`config.mk`:
```
export PLATFORM = sky130hd
export DESIGN_NAME = ascon_round_seq
export DESIGN_NICKNAME = d
export VERILOG_FILES = /design/src/rtl/ascon_round_seq.sv
export SDC_FILE = /design/constraint.sdc
export NUM_CORES = 1
export LEC_CHECK = 0
export CORE_AREA = 5 5 499 501
export DETAILED_ROUTE_END_ITERATION = 16
export DIE_AREA = 0 0 504 506
export HOLD_SLACK_MARGIN = 0.1
export PLACE_DENSITY = 0.33
export REMOVE_ABC_BUFFERS = 1
export SLEW_MARGIN = 20
export SYNTH_ARGS = -nofsm -noshare
export SYNTH_HDL_FRONTEND = slang
export SYNTH_SLANG_ARGS = --single-unit
```
`constraint.sdc`:
```
create_clock -name clock_i -period 2.5 [get_ports clock_i]
set_clock_uncertainty 0.2 [all_clocks]
set_input_delay 0.5 -clock clock_i [delete_from_list [all_inputs] [get_ports clock_i]]
set_output_delay 0.5 -clock clock_i [all_outputs]
set_load 0.03 [all_outputs]
```
`src/rtl/ascon_round_seq.sv`:
```
// Iterative round sequencer for the ASCON permutation: holds the 320-bit state,
// steps the round index for the external round datapath and hands back the result.
module ascon_round_seq #(
    parameter int P_A  = 12,
    parameter int P_B8 = 8,
    parameter int P_B6 = 6
) (
    input  logic             clock_i,
    input  logic             resetb_i,
    input  logic             in_valid_i,
    output logic             in_ready_o,
    input  logic [1:0]       mode_i,
    input  logic [4:0][63:0] state_i,
    input  logic             abort_i,
    output logic [3:0]       round_o,
    output logic [4:0][63:0] state_o,
    input  logic [4:0][63:0] round_state_i,
    output logic             out_valid_o,
    input  logic             out_ready_i,
    output logic [4:0][63:0] out_state_o,
    output logic             busy_o
);

    typedef enum logic [1:0] {IDLE, RUN, DONE} fsm_t;

    localparam logic [3:0] LAST_ROUND = 4'd11;

    fsm_t             fsm_q, fsm_d;
    logic [4:0][63:0] state_q, state_d;
    logic [3:0]       round_q, round_d;

    // The first index is chosen so that every permutation ends on index 11.
    function automatic logic [3:0] start_idx(input logic [1:0] mode);
        case (mode)
            2'b01:   start_idx = 4'(12 - P_B8);
            2'b10:   start_idx = 4'(12 - P_B6);
            default: start_idx = 4'(12 - P_A);
        endcase
    endfunction

    // Gated by resetb_i so no accept is advertised while reset is held.
    assign in_ready_o  = resetb_i && (fsm_q == IDLE) && !abort_i;
    assign out_valid_o = (fsm_q == DONE);
    assign busy_o      = (fsm_q == RUN) || (fsm_q == DONE);
    assign round_o     = round_q;
    assign state_o     = state_q;
    assign out_state_o = state_q;

    always_comb begin
        fsm_d   = fsm_q;
        state_d = state_q;
        round_d = round_q;
        if (abort_i) begin
            fsm_d   = IDLE;
            round_d = 4'd0;
        end else begin
            case (fsm_q)
                IDLE: begin
                    if (in_valid_i && in_ready_o) begin
                        state_d = state_i;
                        round_d = start_idx(mode_i);
                        fsm_d   = RUN;
                    end
                end
                RUN: begin
                    state_d = round_state_i;
                    if (round_q == LAST_ROUND) begin
                        fsm_d = DONE;
                    end else begin
                        round_d = round_q + 4'd1;
                    end
                end
                DONE: begin
                    if (out_ready_i) begin
                        fsm_d   = IDLE;
                        round_d = 4'd0;
                    end
                end
                default: begin
                    fsm_d   = IDLE;
                    round_d = 4'd0;
                end
            endcase
        end
    end

    always_ff @(posedge clock_i or negedge resetb_i) begin
        if (!resetb_i) begin
            fsm_q   <= IDLE;
            state_q <= '0;
            round_q <= 4'd0;
        end else begin
            fsm_q   <= fsm_d;
            state_q <= state_d;
            round_q <= round_d;
        end
    end

endmodule
```
==> results.py <==
metrics = {
    "layout": {
        "layout_common_cells": "646 x clkdlybuf4s50_1, 497 x dlygate4sd2_1, 326 x dfrtp_1, 324 x a21oi_1, 323 x nor2_1",
        "syn_to_final_growth_pct": 89.8,
        "fin_nets": 3427,
        "final_common_cell": "clkdlybuf4s50_1",
        "fin_util_pct": 13.7,
        "drive_above_1_share_pct": 11.7,
    },
    "status": {
        "status": "complete, no violations",
    },
    "min_path": {
        "min_from": "state_i[195]",
        "min_path_type": "in2reg",
    },
    "synthesis": {
        "synth.cell_area_sq_mm": 0.0176,
        "ys_ff_latch": 326,
        "netlist.area_leader.share_pct": 46.3,
        "ys_async_sr_fraction_pct": 100,
        "synth_edf_count": 0,
        "avgSynthCellArea_sq_um": 10.0,
        "synth_warnings": 0,
        "ys_top_cells_by_area": "dfrtp_1 46%, mux2i_1 18%, buf_4 14%",
        "postSynthCellCount": 1762,
        "ys.flop_type": "dfrtp_1",
        "netlist-cell-type-count": 26,
        "synth_top_cell_by_area": "dfrtp_1",
        "yosysSeqAreaShare_pct": 46.3,
    },
    "route": {
        "drtAntennaViolNets": 0,
        "first_pass_iters": 7,
        "wire_per_inst_um": 31.1,
        "drt_first_iter_violations": 1011,
        "wl_um": 189000,
        "drc": 0,
        "via_per_inst": 2.93,
        "vias": 17800,
    },
    "pwr": {
        "pwr-share-clk_pct": 15.8,
        "p_int_w": 0.0222,
        "p_switching_w": 0.0281,
        "seqPwrFrac_pct": 21.9,
        "pwr-share-comb_pct": 62.3,
        "p_per_area_mw_per_mm2": 1500,
        "swShare_pct": 55.9,
        "irDropWorstVdd_mv": 0.454,
        "power_w": 0.0503,
        "leakage_nw": 13.0,
    },
    "critical_path": {
        "end_kind": "primary output",
        "r2r-end": "out_state_o[312]",
        "start_kind": "input pin",
        "cpPeakStageDelay_ns": 0.57,
        "reg2reg_from": "fsm_q[0]",
        "crit_type": "in2out",
        "rrSetupSlack_ns": 0.15,
        "cpMaxStageDelayCell": "dlygate4sd3_1",
        "cp.required_ns": 1.80,
        "startpoint": "resetb_i",
        "path_max_fanout": 4,
        "arrival_ns": 1.77,
        "critical_path.cell_chain": "dlygate4sd3_1 > buf_8 > buf_4 > and2_4 > buf_12",
        "reg2reg_depth": 10,
        "crit_path_end": "in_ready_o",
    },
    "die": {
        "rows": 182,
        "start_util_pct": 7.21,
        "die_y_um": 506,
        "die_area_sq_mm": 0.255,
        "die-width_um": 504,
        "core_sq_mm": 0.244,
        "io_pins": 1294,
    },
    "placed_design": {
        "dpl.hpwl_um": 168000,
        "place.gp.congestion": 0.867,
        "port_buffers": 1293,
        "dpl_worst_slack_ns": -0.101,
    },
    "sta": {
        "min_period_ns": 2.47,
        "worstMarginPinSlew_ns": 0.897,
        "finalHoldViolCount": 0,
        "setup_tns_ns": 0,
        "layout_setup_ws_ns": 0.0343,
        "fmax_ghz": 0.406,
        "worst_slew_margin_rel_pct": 40.2,
        "holdWs_ns": 0.260,
        "finalCritPeriodShare_pct": 98.6,
        "setup_viol": 0,
        "rsz0062_at_grt": "true",
        "slew_violations": 0,
    },
    "clocking": {
        "clk-insertion-delay-late_ns": 0.65,
        "cts_root_buf": "clkbuf_16",
        "cts_buffers": 51,
        "path_clk_slew_ns": 0.07,
        "cts.path.max_buffers": 3,
        "cts_sinks": 326,
        "cts_tree": "yes",
        "htreeDepth": 2,
    },
    "global_route": {
        "grt_pass1_vias": 18100,
        "antenna_found_initial": 203,
        "grt_use_total_pct": 14.1,
        "grt_overflow": 0,
        "grt_start_max_net_pins": 96,
        "grt_pass1_wl_um": 231000,
    },
    "run": {
        "maxCapViolCount": 0,
    },
}
## critical path, delay by kind of cell
family | cells | cell delay, ns
buffers and inverters | 4 | 1.06
AND/OR/NAND/NOR | 1 | 0.16
## cells in the mapped netlist (2+ instances only)
cell and n:
nor2_1 323, dfrtp_1 326, ha_1 6, a21oi_1 325
nor2b_1 2, buf_4 325, nand2_1 7, nand3_1 3
buf_8 2, a31oi_1 2, mux2i_1 321, nor3_1 3
buf_6 29, nor3b_1 2, nand2b_1 2, buf_2 72
inv_1 3
## power groups by stage
stage          Clock, W  Combinational (W)  Sequential, W
3_3_place_gp          0             0.0349         0.0112
6_report        0.00796             0.0313         0.0110
5_1_grt         0.00854             0.0331         0.0114
4_1_cts         0.00846             0.0322         0.0112
2_1_floorplan         0            0.00377         0.0149
3_5_place_dp          0             0.0348         0.0113
## timing repair
item,4_1_cts,5_1_grt
pin swaps,2,2
hold endpoints to repair,173,0
gates cloned,0,0
setup endpoints to repair,507,2
gates resized for setup,524,3
buffers inserted,6,2
hold buffers,1,0
## per-layer routing
metal,vias up,GRT usage [%],wire length (um)
li1,7774,-,-
met1,8280,15.7,71000
met2,1218,21.9,81700
met3,346,10.3,30300
met4,148,3.06,4630
met5,-,0,941
## area by class of cell
class | count | area (sq um)
inverters | 3 | 11.3
repair buffers | 1387 | 13100
diodes | 26 | 65.1
fillers | 28000 | 211000
multi-input cells | 1005 | 6350
well taps | 3220 | 4030
flip-flops and latches | 326 | 8160
clock inverters | 18 | 262
clock buffers | 76 | 1510
## registers in the layout (all words and copies together) (netlist names)
| signal | flops |
|---|---|
| out_state_o | 320 |
| fsm_q | 2 |
| round_o | 4 |
## how the worst min path moves through the flow
stage | to | slack [ns] | depth (start not counted)
after floorplan | fsm_q[0] | 0.004 | 0
final | out_state_o[195] | 0.26 | 3
after global routing | out_state_o[170] | 0.22 | 3
after detailed placement | out_state_o[107] | 0.35 | 2
after CTS | out_state_o[195] | 0.15 | 3
after global placement | out_state_o[132] | 0.34 | 2
## stage by stage
stage          instance area [sq um]  instances
2_1_floorplan                  14500       1334
3_3_place_gp                   32100       5932
3_5_place_dp                   32100       5932
4_1_cts                        33400       6033
5_1_grt                        33400       6041
6_report                       33400       6061
## cells by family (layout without fill, tap and decap cells)
kind of cell	count (synthesis)	in the layout	share of synthesized area [%]
buf+inv	431	1484	18.0
simple gates	346	346	7.59
compound gates	332	332	9.50
flops	326	326	46.3
mux	321	321	18.2
fa+ha+maj	6	6	0.426
other cells	0	26	0
(Power assumes the default switching activity.)
